<file path="src/rtl/spi_master_mc.sv">
// spi_master_mc: SPI master supporting CPOL/CPHA modes 0-3, a programmable SCK
// half-period divider (H = clk_div+1 clk cycles), NUM_CS one-hot active-low chip
// selects and full-duplex DATA_WIDTH-bit frames.
// Optional feature macro: SPI_LSB_FIRST_EN adds the lsb_first input (LSB-first frames).
module spi_master_mc #(
   parameter int unsigned DATA_WIDTH = 8,
   parameter int unsigned NUM_CS     = 4,
   parameter int unsigned DIV_WIDTH  = 8
) (
   input  logic                      clk,
   input  logic                      arst_n,
   input  logic                      send,
   input  logic [DATA_WIDTH-1:0]     data_in,
   input  logic [1:0]                mode,
   input  logic [$clog2(NUM_CS):0]   cs_sel,
   input  logic [DIV_WIDTH-1:0]      clk_div,
`ifdef SPI_LSB_FIRST_EN
   input  logic                      lsb_first,
`endif
   input  logic                      miso,
   output logic                      busy,
   output logic                      done,
   output logic [DATA_WIDTH-1:0]     data_out,
   output logic                      sck,
   output logic [NUM_CS-1:0]         cs_n,
   output logic                      mosi
);

   localparam int unsigned SEL_W     = $clog2(NUM_CS) + 1;
   localparam int unsigned EDGE_W    = $clog2(2 * DATA_WIDTH);
   localparam int unsigned LAST_EDGE = 2 * DATA_WIDTH - 1;

   typedef enum logic [1:0] {
      ST_IDLE,
      ST_SETUP,
      ST_XFER,
      ST_HOLD
   } state_t;

   state_t                state_q, state_d;
   logic [DIV_WIDTH-1:0]  cnt_q, cnt_d;
   logic [DIV_WIDTH-1:0]  div_q, div_d;
   logic [EDGE_W-1:0]     edge_q, edge_d;
   logic                  cpol_q, cpol_d;
   logic                  cpha_q, cpha_d;
   logic                  lsb_q, lsb_d;
   logic [DATA_WIDTH-1:0] tx_q, tx_d;
   logic [DATA_WIDTH-1:0] rx_q, rx_d;
   logic [DATA_WIDTH-1:0] data_out_d;
   logic                  busy_d, done_d, sck_d, mosi_d;
   logic [NUM_CS-1:0]     cs_n_d;
   logic                  lsb_in;
   logic                  tick;
   logic                  leading;

`ifdef SPI_LSB_FIRST_EN
   assign lsb_in = lsb_first;
`else
   assign lsb_in = 1'b0;
`endif

   // Bit presented on mosi from the head of a tx shift value
   function automatic logic first_bit(input logic [DATA_WIDTH-1:0] v, input logic lsb);
      return lsb ? v[0] : v[DATA_WIDTH-1];
   endfunction

   // Tx shift register advance, direction follows the frame bit order
   function automatic logic [DATA_WIDTH-1:0] shift_out(input logic [DATA_WIDTH-1:0] v,
                                                       input logic lsb);
      return lsb ? (v >> 1) : (v << 1);
   endfunction

   // Rx shift register insert; first received bit ends at bit 0 when lsb is set
   function automatic logic [DATA_WIDTH-1:0] shift_in(input logic [DATA_WIDTH-1:0] v,
                                                      input logic lsb, input logic b);
      return lsb ? {b, v[DATA_WIDTH-1:1]} : {v[DATA_WIDTH-2:0], b};
   endfunction

   // Half-period strobe and edge classification (leading = moving away from CPOL)
   assign tick    = (cnt_q == div_q);
   assign leading = (sck == cpol_q);

   // State and output registers
   always_ff @(posedge clk or negedge arst_n) begin
      if (!arst_n) begin
         state_q  <= ST_IDLE;
         cnt_q    <= '0;
         div_q    <= '0;
         edge_q   <= '0;
         cpol_q   <= 1'b0;
         cpha_q   <= 1'b0;
         lsb_q    <= 1'b0;
         tx_q     <= '0;
         rx_q     <= '0;
         busy     <= 1'b0;
         done     <= 1'b0;
         data_out <= '0;
         sck      <= 1'b0;
         cs_n     <= '1;
         mosi     <= 1'b0;
      end else begin
         state_q  <= state_d;
         cnt_q    <= cnt_d;
         div_q    <= div_d;
         edge_q   <= edge_d;
         cpol_q   <= cpol_d;
         cpha_q   <= cpha_d;
         lsb_q    <= lsb_d;
         tx_q     <= tx_d;
         rx_q     <= rx_d;
         busy     <= busy_d;
         done     <= done_d;
         data_out <= data_out_d;
         sck      <= sck_d;
         cs_n     <= cs_n_d;
         mosi     <= mosi_d;
      end
   end

   // Next-state and next-output logic
   always_comb begin
      state_d    = state_q;
      cnt_d      = cnt_q;
      div_d      = div_q;
      edge_d     = edge_q;
      cpol_d     = cpol_q;
      cpha_d     = cpha_q;
      lsb_d      = lsb_q;
      tx_d       = tx_q;
      rx_d       = rx_q;
      busy_d     = busy;
      done_d     = 1'b0;
      data_out_d = data_out;
      sck_d      = sck;
      cs_n_d     = cs_n;
      mosi_d     = mosi;

      case (state_q)
         ST_IDLE: begin
            sck_d  = mode[1];
            cs_n_d = '1;
            busy_d = 1'b0;
            if (send && (cs_sel < SEL_W'(NUM_CS))) begin
               state_d = ST_SETUP;
               cnt_d   = '0;
               div_d   = clk_div;
               cpol_d  = mode[1];
               cpha_d  = mode[0];
               lsb_d   = lsb_in;
               rx_d    = '0;
               busy_d  = 1'b1;
               cs_n_d  = ~(NUM_CS'(1) << cs_sel);
               if (!mode[0]) begin
                  mosi_d = first_bit(data_in, lsb_in);
                  tx_d   = shift_out(data_in, lsb_in);
               end else begin
                  tx_d   = data_in;
               end
            end
         end

         ST_SETUP: begin
            cnt_d = tick ? '0 : cnt_q + DIV_WIDTH'(1);
            if (tick) begin
               state_d = ST_XFER;
               edge_d  = EDGE_W'(LAST_EDGE);
            end
         end

         ST_XFER: begin
            cnt_d = tick ? '0 : cnt_q + DIV_WIDTH'(1);
            if (tick) begin
               sck_d = ~sck;
               if (leading != cpha_q) begin
                  rx_d = shift_in(rx_q, lsb_q, miso);
               end else if (edge_q != '0) begin
                  mosi_d = first_bit(tx_q, lsb_q);
                  tx_d   = shift_out(tx_q, lsb_q);
               end
               if (edge_q == '0) begin
                  state_d = ST_HOLD;
               end else begin
                  edge_d = edge_q - EDGE_W'(1);
               end
            end
         end

         ST_HOLD: begin
            cnt_d = tick ? '0 : cnt_q + DIV_WIDTH'(1);
            if (tick) begin
               state_d    = ST_IDLE;
               busy_d     = 1'b0;
               done_d     = 1'b1;
               cs_n_d     = '1;
               data_out_d = rx_q;
            end
         end

         default: begin
            state_d = ST_IDLE;
         end
      endcase
   end

endmodule

</file>
<file path="config.mk">
export PLATFORM = sky130hd
export DESIGN_NAME = spi_master_mc
export DESIGN_NICKNAME = d
export VERILOG_FILES = /design/src/rtl/spi_master_mc.sv
export SDC_FILE = /design/constraint.sdc
export NUM_CORES = 1
export LEC_CHECK = 0
export BUFFER_PORTS_ARGS = -buffer_cell sky130_fd_sc_hd__buf_2
export CORE_MARGIN = 2
export CORE_UTILIZATION = 54
export CTS_BUF_LIST = sky130_fd_sc_hd__clkbuf_8
export DETAILED_ROUTE_END_ITERATION = 7
export PLACE_DENSITY = 0.79
export SYNTH_ARGS = -nofsm -noshare
export SYNTH_HDL_FRONTEND = slang
export SYNTH_SLANG_ARGS = --single-unit
</file>
<file path="constraint.sdc">
create_clock -name clk -period 1.8 [get_ports clk]
set_input_delay 0.09 -clock clk [delete_from_list [all_inputs] [get_ports clk]]
set_output_delay 0.09 -clock clk [all_outputs]
set_load 0.01 [all_outputs]
</file>
==> metrics.md <==
| Metric | Value |
|---|---|
| Syn Inst Count | 295 |
| Maximum clock frequency | 0.531 GHz |
| Clk sinks | 56 |
| Post-synthesis simple-gate area fraction | 0.158 |
| Mapped Area | a little over 3000 µm² |
| WS Path Type | flop to flop |
| CTS tree | done |
| Tmin final | ~1900 ps |
| GRT met2 Usage | 0.395 |
| Inserted Diodes | 0 |
| Final TNS setup | -341 ps |
| Crit-path max FO | 6 |
| DR vias | 2538 |
| Clock Latency Late Sink | just over 300 ps |
| Rel. slew slack | 0.765 |
| Vias in the first global route | between 2000 and 2500 |
| PortBufs | 40 |
| Grt total ovfl | 0 |
| Routed WL per cell | between 15 and 20 µm |
| Final worst path period share | 1.05 |
| Routability Congestion | 0.864 |
| Yosys cell types | 51 |
| FP Rows | 27 |
| Area Growth Syn to Fin | 32.5% |
| Failing checks | negative setup slack |
| Fin. Hold Viols | 0 |
| DRC | 0 |
| # nets final | a little over 400 |
| Element type at the critical path start | flop |
| Worst min-delay path class | input pin to flop |
| Final core occ | 0.734 |
| Unrepaired setup endpoints after global routing | true |
| DP Area | 3600 µm² |
| Initial antenna violation count | 0 |
| Syn Area/Cell | 10.3 µm² |
| GRT Total Usage | 0.231 |
| Layout cells sized above 1 | 0.446 |
| DRT Pass-1 Iters | 4 |
| Final wirelength | 7070 µm |
| Clk root buf | clkbuf_8 |
| Lkg Pwr | 1.91 nW |
| Die width | approximately 79 µm |
| Max-Cap Viols | 0 |
| Met3 global-route usage | 0.0364 |
| Power per Cell Area | between 1500 and 2000 nW/µm² |
| Die height | 79.0 µm |
| Clock buffer depth | 2 |
| Maximum vdd drop | 0.872 mV |
| Slew @ Worst Pin | 352 ps |
| Primary FF master, synth | dfrtp_1 |
| Compound-cell area share of the yosys netlist | 0.151 |
| TritonCTS Buffers | 5 |
| Total power | 6.92 mW |
| Ys async rst share | 1.00 |
| Clk_skew | 15.3 ps |
| XOR/XNOR share of the synthesized area | 0.0396 |
| Post-synth EDFFs | 0 |
| Share of synthesized area spent on multiplexers | 0.0965 |
| Crit end category | flop |
| H-Tree Depth | 2 |
| Post-route design area | 4020 µm² |
| Crit path DAT | 2090 ps |
| Core area | 5470 µm² |
| CP required | 2010 ps |
| Count of final setup violators | 21 |
| Largest family of logic cells by synthesized area | simple AND/OR/NAND/NOR gates |
| Synth Area in Adders | 0.0330 |
| Final worst setup slack | -85.0 ps |
| Via density per instance | 5.63 |
| Outcome | finished with violations |
| DP Wirelength | 4790 µm |
| Reg clk slew, reported paths | 110 ps |
| Number of synthesized register bits | 56 |
| Initial cell density of the core | 0.554 |
| Top Usage Layer GRT | met2 |
| Routed Antenna Nets | 0 |
| Synth warnings | 0 |
| DR iter-0 viols | 142 |
| Io pins | 41 |
| Slew Viols, Final | 0 |
| Post-synthesis sequential area ratio | 0.464 |
| Largest net degree at the start of global routing | 57 |
| # fillers | 399 |
| Syn nets | between 300 and 400 |
| First-pass GRT wire length | 11400 µm |
| Met1 Use GR | 0.308 |
| DIE AREA | 6230 µm² |
## cells in the final DEF, fill, tap and decap left out, drive strengths merged, types with 6 or more instances in the layout
cell	n
buf	93
dfrtp	52
nand2	38
mux2	23
inv	19
nand3	11
nor2b	10
xor2	10
a21oi	9
a311oi	9
o221ai	8
o22ai	8
a211oi	8
ha	8
o21ai	6
## worst paths after layout
check                                      from                endpoint  slack, ps  depth (start not counted)
hold reg to reg             cs_n[3]$_DFFE_PN1P_     cs_n[3]$_DFFE_PN1P_        470                          2
setup reg to reg           cnt_q[0]$_DFFE_PN0N_  state_q[1]$_DFFE_PN0P_        -90                          6
setup / recovery           cnt_q[0]$_DFFE_PN0N_  state_q[1]$_DFFE_PN0P_        -90                          6
max in group asynchronous                arst_n     cs_n[1]$_DFFE_PN1P_       1200                          3
hold / removal                       clk_div[7]    div_q[7]$_DFFE_PN0P_          9                          2
min in group asynchronous                arst_n    div_q[3]$_DFFE_PN0P_        280                          3
## worst max-delay path, cell delays in order (launching register included)
cell     delay, ps
dfrtp_1        430
xor2_2         210
nor4_4         320
and2_4         210
buf_6          130
o211a_1        180
mux2_4         300
## layout make-up
type                       count  area (µm²)  area share
clock inverter                 3        42.5      0.0106
tap                           72        90.1      0.0224
multi-input combinational    201        1660       0.413
clock buffer                   5        68.8      0.0171
inverter                      17        63.8      0.0159
timing repair buffer          97         686       0.171
sequential                    56        1410       0.350
## cell usage after synthesis (all sizes together) (2+ instances only)
library cell | count | area share
a211oi | 8 | 0.020
a21boi | 3 | 0.0087
a21oi | 9 | 0.015
a311oi | 9 | 0.028
a31oi | 2 | 0.0041
and2 | 3 | 0.0062
and3 | 5 | 0.010
buf | 7 | 0.019
clkbuf | 14 | 0.018
dfrtp | 52 | 0.43
dfstp | 4 | 0.035
ha | 8 | 0.033
inv | 17 | 0.021
mux2 | 23 | 0.085
mux2i | 3 | 0.011
nand2 | 38 | 0.049
nand2b | 3 | 0.0062
nand3 | 11 | 0.018
nand4 | 3 | 0.0062
nor2 | 5 | 0.0062
nor2b | 10 | 0.021
nor3 | 4 | 0.0066
nor4 | 4 | 0.012
o21ai | 6 | 0.0099
o221ai | 8 | 0.023
o22ai | 8 | 0.016
or2 | 2 | 0.0041
or3 | 2 | 0.0041
xor2 | 10 | 0.029
## state kept, by name (all words and copies together), names as in the netlist
signal and count:
state_q 2, cpha_q 1, busy 1, cs_n 4, data_out 8, div_q 8
cnt_q 8, rx_q 8, tx_q 8, done 1, mosi 1, cpol_q 1
edge_q 4, sck 1
## routing by layer
metal / up-vias / part of all wire
met5: - / 0
met4: 0 / 0.0096
met3: 6 / 0.037
met2: 60 / 0.49
met1: 1252 / 0.46
li1: 1220 / -
## report_power, final
part           switching, mW  internal (mW)
clock                  0.415          0.416
combinational           1.85           2.02
sequential             0.395           1.83
## kinds of logic (layout without fill, tap and decap cells)
kind of cell | after synthesis | after routing
muxes | 26 | 26
and+or+nand+nor | 93 | 93
xor gates and xnor gates | 12 | 12
adders and majority gates | 8 | 8
buffers and inverters | 38 | 122
DFF | 56 | 56
AOI/OAI and AO/OA | 62 | 62
## metrics by stage
| stage | std cells | hold slack (ps) | worst slack [ps] |
|---|---|---|---|
| floorplan | 295 | -206 | -44.2 |
| global placement | 431 | 114 | -105 |
| detailed placement | 431 | 111 | -173 |
| CTS | 445 | 0.864 | -52.0 |
| global route | 451 | 4.07 | -143 |
| finish | 451 | 9.25 | -85.0 |
## repair_timing
action	in CTS	in global routing
resized for setup	18	33
setup endpoints to repair	37	42
buffers inserted	3	5
hold buffers	3	1
endpoints found under the hold margin	55	1
pin swaps	5	12
(Power assumes the default switching activity.)
